[config.mk]
export PLATFORM = sky130hd
export DESIGN_NAME = ft232h_sync_fifo_tx
export DESIGN_NICKNAME = d
export VERILOG_FILES = /design/src/rtl/ft232h_pkg.sv /design/src/rtl/ft232h_tx_skid.sv /design/src/rtl/ft232h_sync_fifo_tx.sv
export SDC_FILE = /design/constraint.sdc
export NUM_CORES = 1
export LEC_CHECK = 0
export CAP_MARGIN = 20
export CORE_MARGIN = 10
export CORE_UTILIZATION = 30
export DETAILED_ROUTE_END_ITERATION = 8
export PLACE_DENSITY = 0.61
export SETUP_SLACK_MARGIN = 0.02
export SLEW_MARGIN = 20
export SYNTH_ARGS = -nofsm -noshare
export SYNTH_HDL_FRONTEND = slang
export SYNTH_HIERARCHICAL = 1
export SYNTH_SLANG_ARGS = --single-unit
[constraint.sdc]
create_clock -name clk -period 2.41 [get_ports clk]
set_clock_uncertainty 0.1 [all_clocks]
set_input_delay 0.482 -clock clk [delete_from_list [all_inputs] [get_ports clk]]
set_output_delay 0.482 -clock clk [all_outputs]
set_load 0.005 [all_outputs]
[src/rtl/ft232h_pkg.sv]
// Shared types and pin levels for the FT232H 245 synchronous FIFO blocks.
// Used by the transmit controller and the ft232h_bfm model.
package ft232h_pkg;

    typedef logic [7:0] ft232h_byte_t;

    typedef enum logic [1:0] {
        IDLE,
        ARMED,
        PULSE
    } ft232h_flush_state_t;

    localparam logic ACTIVE_LOW_DEASSERT = 1'b1;

endpackage

[src/rtl/ft232h_tx_skid.sv]
// Two-entry OUT/SKID buffer between the byte stream and the FT232H pins.
// s_tready is registered so no input-to-output combinational path exists.
module ft232h_tx_skid
    import ft232h_pkg::*;
(
    input  logic       clk,
    input  logic       reset,
    input  logic [7:0] s_tdata,
    input  logic       s_tvalid,
    output logic       s_tready,
    input  logic       drain,
    output logic       out_valid,
    output logic [7:0] out_data
);

    ft232h_byte_t skid_data;
    logic         skid_valid;
    logic         skid_valid_nxt;
    logic         in_hs;
    logic         load_out;

    assign in_hs    = s_tvalid & s_tready;
    assign load_out = ~out_valid | drain;

    // Next SKID occupancy, needed early to register s_tready
    always_comb begin
        skid_valid_nxt = skid_valid;
        if (load_out) begin
            skid_valid_nxt = 1'b0;
        end else if (in_hs) begin
            skid_valid_nxt = 1'b1;
        end
    end

    // OUT refills from SKID first so byte order is preserved
    always_ff @(posedge clk) begin
        if (reset) begin
            out_valid  <= 1'b0;
            out_data   <= '0;
            skid_valid <= 1'b0;
            skid_data  <= '0;
            s_tready   <= 1'b0;
        end else begin
            s_tready   <= ~skid_valid_nxt;
            skid_valid <= skid_valid_nxt;
            if (load_out) begin
                if (skid_valid) begin
                    out_valid <= 1'b1;
                    out_data  <= skid_data;
                end else if (in_hs) begin
                    out_valid <= 1'b1;
                    out_data  <= s_tdata;
                end else begin
                    out_valid <= 1'b0;
                end
            end else if (in_hs) begin
                skid_data <= s_tdata;
            end
        end
    end

endmodule

[src/rtl/ft232h_sync_fifo_tx.sv]
// FT232H 245 synchronous FIFO transmit controller.
// Buffers stream bytes, drives wr_n/data, and pulses siwu_n after idle.
module ft232h_sync_fifo_tx
    import ft232h_pkg::*;
#(
    parameter int FLUSH_TIMEOUT = 64,
    parameter int COUNT_WIDTH   = 16
) (
    input  logic                   clk,
    input  logic                   reset,
    input  logic [7:0]             s_tdata,
    input  logic                   s_tvalid,
    output logic                   s_tready,
    input  logic                   txe_n,
    output logic                   wr_n,
    output logic [7:0]             data,
    output logic                   rd_n,
    output logic                   oe_n,
    output logic                   siwu_n,
    output logic [COUNT_WIDTH-1:0] bytes_sent
);

    localparam int IW = (FLUSH_TIMEOUT > 1) ? $clog2(FLUSH_TIMEOUT) : 1;
    localparam logic [IW-1:0] LAST =
        IW'((FLUSH_TIMEOUT > 0) ? FLUSH_TIMEOUT - 1 : 0);

    logic                out_valid;
    logic [7:0]          out_data;
    logic                ft_acc;
    logic                in_hs;
    logic                busy;
    ft232h_flush_state_t state;
    logic [IW-1:0]       idle_cnt;

    assign ft_acc = out_valid & ~txe_n;
    assign in_hs  = s_tvalid & s_tready;
    // ~s_tready mirrors a full SKID once out of reset
    assign busy   = ft_acc | in_hs | out_valid | ~s_tready;

    assign wr_n = ~out_valid;
    assign data = out_data;
    assign rd_n = ACTIVE_LOW_DEASSERT;
    assign oe_n = ACTIVE_LOW_DEASSERT;

    ft232h_tx_skid u_skid (
        .clk       (clk),
        .reset     (reset),
        .s_tdata   (s_tdata),
        .s_tvalid  (s_tvalid),
        .s_tready  (s_tready),
        .drain     (ft_acc),
        .out_valid (out_valid),
        .out_data  (out_data)
    );

    // Count bytes actually taken by the FT232H
    always_ff @(posedge clk) begin
        if (reset) begin
            bytes_sent <= '0;
        end else if (ft_acc) begin
            bytes_sent <= bytes_sent + COUNT_WIDTH'(1);
        end
    end

    // Flush FSM: one siwu_n pulse after FLUSH_TIMEOUT idle cycles
    always_ff @(posedge clk) begin
        if (reset) begin
            state    <= IDLE;
            idle_cnt <= '0;
            siwu_n   <= ACTIVE_LOW_DEASSERT;
        end else begin
            siwu_n <= ACTIVE_LOW_DEASSERT;
            case (state)
                IDLE: begin
                    if (ft_acc && (FLUSH_TIMEOUT != 0)) begin
                        state    <= ARMED;
                        idle_cnt <= '0;
                    end
                end
                ARMED: begin
                    if (busy) begin
                        idle_cnt <= '0;
                    end else if (idle_cnt == LAST) begin
                        state    <= PULSE;
                        idle_cnt <= '0;
                        siwu_n   <= 1'b0;
                    end else begin
                        idle_cnt <= idle_cnt + IW'(1);
                    end
                end
                PULSE: begin
                    state <= IDLE;
                end
                default: begin
                    state <= IDLE;
                end
            endcase
        end
    end

endmodule

==> impl_metrics.py, run 1 <==
metrics = {
    "timing": {
        "hold_violations": 0,
        "fmax_ghz": 0.5225,
        "finalSetupTns_ns": 0,
        "finalCriticalPeriod_ns": 1.914,
        "min_period_over_period": 0.7942,
        "holdWs_ns": 0.3571,
        "setup_viol_count_final": 0,
        "rsz0062_at_grt": "false",
        "fin_ws_ns": 0.4960,
        "drv_slew": 0,
    },
    "critical_path": {
        "required_ns": 1.83,
        "crit_family": "buffers and inverters",
        "cp_max_fo": 7,
        "cpPeakStageDelay_ns": 0.56,
        "critPathCaptureType": "output pin",
        "r2r_cells": 5,
        "path_class": "flop to output pin",
        "r2r_end": "bytes_sent[14]",
        "start_kind": "flop",
        "path_cells": "clkdlybuf4s50_1",
        "r2r-start": "bytes_sent[0]",
        "worstPathArrival_ns": 1.33,
        "r2r_slack_ns": 0.61,
        "slowest_stage": "clkdlybuf4s50_1",
        "crit_buf_inv": 1,
    },
    "clocking": {
        "clockBufferDepth": 2,
        "clkLatencyLatePin_ns": 0.29,
        "cts_num_sinks": 44,
        "cts_resized": 0,
        "cts_hold_buf": 0,
        "htreeDepth": 2,
        "cts_tree": "yes",
        "clk_pin_slew_ns": 0.08,
        "root_buffer": "clkbuf_8",
        "cts_buffers": 5,
        "cts_setup_buffers": 0,
    },
    "synthesis": {
        "yosysUniqueCellTypes": 43,
        "seq_area_frac_synth": 0.4430,
        "avgSynthCellArea_um2": 9.698,
        "synth_area_um2": 1988,
        "synthCells": 205,
        "ys_ff_latch": 44,
        "synth_warnings": 6,
    },
    "power_and_ir_drop": {
        "power_mw": 1.381,
        "cellPowerDensity_nw_per_um2": 544.5,
        "vdd_drop_max_mv": 0.2083,
        "leakage_nw": 0.8839,
    },
    "layout": {
        "final_nets": 261,
        "final_cells": 325,
        "fin_area_um2": 2536,
        "ff_latch_area_um2": 880.8,
        "fin_util": 0.3971,
        "multi_input_area_um2": 1031,
        "diodes": 0,
        "synthToLayoutAreaGrowth_pct": 27.56,
        "nFillCells": 645,
        "layout-drive-gt1-share": 0.1613,
    },
    "place": {
        "hpwl_mm": 3.387,
        "pre_cts_ws_ns": 0.2377,
        "dp.cells": 317,
        "postPlaceCellArea_um2": 2449,
        "place_congestion": 0.7799,
        "portBuffers": 38,
    },
    "global_route": {
        "grt_overflow": 0,
        "grt_pass1_wl_mm": 7.714,
        "track_usage": 0.09161,
        "grt_max_degree": 26,
        "antenna_found_initial": 0,
        "grt_pass1_vias": 1573,
    },
    "run": {
        "drv_cap": 0,
    },
    "worst_hold_path": {
        "hold_end": "u_skid/skid_data[5]",
        "holdPathStages": 2,
        "worstHoldStart": "u_skid/skid_data[5]",
        "hold_class": "flop to flop",
    },
    "detailed_routing": {
        "vias": 1588,
        "first_iter_violations": 70,
        "drt_wl_total_mm": 4.674,
        "wire_per_inst_um": 14.38,
        "via_per_inst": 4.886,
        "drtAntennaViolNets": 0,
        "remaining_drc_errors": 0,
        "drtPass1Iterations": 4,
    },
    "floorplanning": {
        "row_count": 29,
        "boundaryPins": 41,
        "start_util": 0.3113,
        "die_w_um": 101.4,
        "dieHeight_um": 101.4,
        "dieArea_um2": 10280,
        "core_um2": 6386,
    },
    "status": {
        "status": "completed",
    },
}
==> layout by cell type (no fill, tap or decap), types with 2 or more instances in the layout <==
cell	synthesis	routed
mux2i_1	9	9
nand4_1	5	5
conb_1	1	2
and4b_1	3	3
a21oi_1	15	15
clkinv_2	0	2
a211oi_2	8	8
and4_4	2	2
a311oi_1	3	3
a21oi_2	9	9
o21bai_1	2	2
inv_1	2	2
o21ai_0	3	3
dfxtp_1	44	44
clkbuf_8	0	5
ha_1	2	2
buf_4	3	7
nand2_1	19	19
xor2_1	10	10
xnor2_1	4	4
clkdlybuf4s50_1	0	38
or3_1	5	5
nor3_1	3	3
nand4_2	2	2
nor2_1	21	21
nand3_1	3	3
nor2b_1	3	3
==> synthesized netlist by cell type <==
cell | n | area share
dfxtp_1 | 44 | 0.44
nor2_1 | 21 | 0.040
nand2_1 | 19 | 0.036
a21oi_1 | 15 | 0.038
xor2_1 | 10 | 0.044
a21oi_2 | 9 | 0.040
mux2i_1 | 9 | 0.045
a211oi_2 | 8 | 0.050
nand4_1 | 5 | 0.016
or3_1 | 5 | 0.016
buf_2 | 4 | 0.010
xnor2_1 | 4 | 0.018
a311oi_1 | 3 | 0.013
and4b_1 | 3 | 0.015
buf_4 | 3 | 0.011
nand3_1 | 3 | 0.0075
nor2b_1 | 3 | 0.0094
nor3_1 | 3 | 0.0075
o21ai_0 | 3 | 0.0075
and4_4 | 2 | 0.011
buf_6 | 2 | 0.011
clkbuf_1 | 2 | 0.0038
ha_1 | 2 | 0.013
inv_1 | 2 | 0.0038
nand4_2 | 2 | 0.013
o21bai_1 | 2 | 0.0075
a21o_1 | 1 | 0.0038
a22oi_1 | 1 | 0.0038
and3_1 | 1 | 0.0031
and3_2 | 1 | 0.0038
and4_2 | 1 | 0.0050
conb_1 | 1 | 0.0019
mux2_1 | 1 | 0.0057
nand2_2 | 1 | 0.0031
nand2b_1 | 1 | 0.0031
nand3b_1 | 1 | 0.0038
nand4b_1 | 1 | 0.0044
nand4bb_1 | 1 | 0.0057
nor2_4 | 1 | 0.0057
nor3b_1 | 1 | 0.0038
o2111ai_1 | 1 | 0.0044
o41ai_1 | 1 | 0.0044
or4b_1 | 1 | 0.0050
==> sequential cells by signal, indices dropped and copies added, names as in the netlist <==
name,cells
bytes_sent,16
u_skid/out_data,8
u_skid/skid_data,8
idle_cnt,6
state,2
siwu_n,1
u_skid/out_valid,1
u_skid/s_tready,1
u_skid/skid_valid,1
==> area by class of cell <==
type	instances	share of cell area
well taps	77	0.03799
clock inverters	3	0.007400
flip-flops and latches	44	0.3473
multi-input cells	149	0.4065
repair buffers	45	0.1707
clock buffers	5	0.02713
inverters	2	0.002960
==> worst max path at each step <==
stage | from | to | slack [ns] | depth (start not counted)
after floorplan | bytes_sent[0] | bytes_sent[14] | 0.80 | 5
after global placement | txe_n | bytes_sent[14] | 0.28 | 5
after detailed placement | txe_n | bytes_sent[14] | 0.24 | 5
after CTS | bytes_sent[2] | bytes_sent[2] | 0.47 | 1
after global routing | txe_n | bytes_sent[14] | 0.41 | 5
final | bytes_sent[2] | bytes_sent[2] | 0.50 | 1
==> metal layers <==
metal | vias to the layer above | wire (um) | GRT usage
li1 | 813 | - | -
met1 | 741 | 2113 | 0.1122
met2 | 29 | 2201 | 0.1455
met3 | 5 | 325 | 0.03608
met4 | 0 | 33 | 0.02572
met5 | - | 0 | 0
==> worst register-to-register path, cell delays in order, from the launching register on <==
cell and delay (ns):
dfxtp_1 0.40, ha_1 0.22, nand3b_1 0.18, nor2_1 0.23, or4b_1 0.46, a21oi_1 0.16
==> power by group <==
part           total, mW  switching, mW  internal (mW)
clock              0.455          0.253          0.202
combinational      0.160         0.0775         0.0824
sequential         0.766         0.0184          0.747
total               1.38          0.349           1.03
==> kinds of logic (layout without fill, tap and decap cells) <==
logic type      count (synthesis)  after routing  synth area share
other cells                     1              2          0.001886
mux                            10             10           0.05098
buf+inv                        13             55           0.04028
compound gates                 44             44            0.1724
xor+xnor                       14             14           0.06167
flops                          44             44            0.4430
simple gates                   77             77            0.2171
fa+ha+maj                       2              2           0.01258
No activity file was read; power rests on OpenSTA's default activity.
==> run 2, diff against run 1 <==
--- a/config.mk
+++ b/config.mk
@@ -9,7 +9,7 @@
 export CORE_MARGIN = 10
 export CORE_UTILIZATION = 30
 export DETAILED_ROUTE_END_ITERATION = 8
-export PLACE_DENSITY = 0.61
+export PLACE_DENSITY = 0.62
 export SETUP_SLACK_MARGIN = 0.02
 export SLEW_MARGIN = 20
 export SYNTH_ARGS = -nofsm -noshare
==> constraint.sdc (replaced) <==
create_clock -name clk -period 1.68 [get_ports clk]
set_clock_uncertainty 0.1 [all_clocks]
set_input_delay 0.336 -clock clk [delete_from_list [all_inputs] [get_ports clk]]
set_output_delay 0.336 -clock clk [all_outputs]
set_load 0.005 [all_outputs]
==> impl_metrics.py, run 2 (same netlist as run 1, synthesis figures left out) <==
metrics = {
    "status": {
        "status": "completed",
    },
    "global_route": {
        "track_usage": 0.09356,
        "grt_max_degree": 21,
        "grt_overflow": 0,
        "grt_pass1_vias": 1676,
        "antenna_found_initial": 0,
        "grt_pass1_wl_mm": 8.073,
    },
    "clocking": {
        "clkLatencyLatePin_ns": 0.29,
        "htreeDepth": 2,
        "cts_hold_buf": 0,
        "clockBufferDepth": 2,
        "root_buffer": "clkbuf_8",
        "cts_num_sinks": 44,
        "cts_tree": "yes",
        "clk_pin_slew_ns": 0.08,
        "cts_buffers": 5,
    },
    "layout": {
        "max_flop_register": "bytes_sent",
        "layout-drive-gt1-share": 0.3040,
        "nFillCells": 627,
        "largest_register_ffs": 16,
        "synthToLayoutAreaGrowth_pct": 40.40,
        "biggestRegsByFlops": "bytes_sent x16, u_skid/out_data x8, u_skid/skid_data x8",
        "final_common_cell": "buf_4",
        "fin_util": 0.4371,
        "diodes": 0,
        "final_nets": 287,
        "final_cell_mix": "buf_4, clkdlybuf4s50_1, dfxtp_1",
    },
    "detailed_routing": {
        "vias": 1689,
        "dr.max_layer_used": "met4",
        "via_per_inst": 4.826,
        "remaining_drc_errors": 0,
        "drt_wl_total_mm": 4.709,
        "dr_wl_met2_mm": 2.191,
        "wire_per_inst_um": 13.45,
        "drtAntennaViolNets": 0,
        "wl_met3_um": 311,
        "first_iter_violations": 59,
        "drtPass1Iterations": 4,
        "drt-met1-wl_mm": 2.190,
    },
    "critical_path": {
        "crit_buf_inv": 1,
        "required_ns": 1.24,
        "critPathCaptureType": "output pin",
        "start_kind": "flop",
        "cp_max_fo": 5,
        "crit_family": "buffers and inverters",
        "slowest_stage": "clkdlybuf4s50_1",
        "r2r_slack_ns": 0.11,
        "path_cells": "clkdlybuf4s50_1",
        "worstPathArrival_ns": 1.18,
        "cpPeakStageDelay_ns": 0.51,
        "path_class": "flop to output pin",
    },
    "floorplanning": {
        "boundaryPins": 41,
        "core_um2": 6386,
        "start_util": 0.3113,
        "dieHeight_um": 101.4,
        "dieArea_um2": 10280,
        "row_count": 29,
        "die_w_um": 101.4,
    },
    "timing": {
        "hold_violations": 0,
        "rsz0062_at_grt": "true",
        "fmax_ghz": 0.6194,
        "finalCriticalPeriod_ns": 1.614,
        "drv_slew": 0,
        "setup_viol_count_final": 0,
        "min_period_over_period": 0.9610,
    },
    "power_and_ir_drop": {
        "vdd_drop_max_mv": 0.4698,
        "power_mw": 1.986,
        "leakage_nw": 1.095,
        "cellPowerDensity_nw_per_um2": 711.5,
    },
    "worst_hold_path": {
        "hold_class": "flop to flop",
    },
    "place": {
        "portBuffers": 38,
        "hpwl_mm": 3.573,
        "place_congestion": 0.7855,
    },
    "run": {
        "drv_cap": 0,
    },
}
==> run 2: layout make-up <==
cell class	instances	area [um^2]	share of cell area
Sequential cell	44	913.4	0.3272
Clock inverter	2	12.51	0.004482
Inverter	2	7.507	0.002689
Tap cell	77	96.34	0.03451
Timing Repair Buffer	71	658.1	0.2358
Clock buffer	5	68.82	0.02465
Multi-Input combinational cell	149	1035	0.3707
==> run 2: report_power, final <==
part | switching, mW | internal [mW] | leakage (nW)
Clock | 0.342 | 0.282 | 0.0400
Sequential | 0.0228 | 1.07 | 0.366
Combinational | 0.121 | 0.150 | 0.690
==> run 2: metrics by stage <==
stage | TNS [ns] | area (um^2) | hold slack [ns] | cells | setup WS (ns)
final | 0 | 2791 | 0.3610 | 350 | 0.06551
after detailed placement | -4.949 | 2654 | 0.3480 | 341 | -0.2255
after floorplan | 0 | 1992 | 0.3360 | 206 | 0.06679
after CTS | 0 | 2750 | 0.3605 | 348 | 0.002708
after global routing | 0 | 2791 | 0.3750 | 350 | 0.01083
after global placement | -4.714 | 2654 | 0.3422 | 341 | -0.1817
==> run 2: layer usage <==
layer	vias to the layer above	global-route usage
li1	864	-
met4	0	0.01929
met5	-	0
met3	2	0.03812
met2	32	0.1465
met1	791	0.1181
==> run 2: worst paths after layout <==
path,from,end,depth (start not counted)
setup / recovery,bytes_sent[10],bytes_sent[10],1
hold / removal,u_skid/skid_data[1],u_skid/skid_data[1],2
setup reg to reg,idle_cnt[0],idle_cnt[4],4
hold reg to reg,u_skid/skid_data[1],u_skid/skid_data[1],2
==> run 2: what timing repair did <==
item / CTS / global route
setup buffers: 0 / 2
gates cloned: 0 / 0
setup endpoints to repair: 15 / 14
gates resized for setup: 18 / 13
==> run 3, diff against run 2 <==
--- a/config.mk
+++ b/config.mk
@@ -11,7 +11,6 @@
 export DETAILED_ROUTE_END_ITERATION = 8
 export PLACE_DENSITY = 0.62
 export SETUP_SLACK_MARGIN = 0.02
-export SLEW_MARGIN = 20
 export SYNTH_ARGS = -nofsm -noshare
 export SYNTH_HDL_FRONTEND = slang
 export SYNTH_HIERARCHICAL = 1
==> results of run 3 <==
Final layout, timing and power as in run 2 (identical DEF).
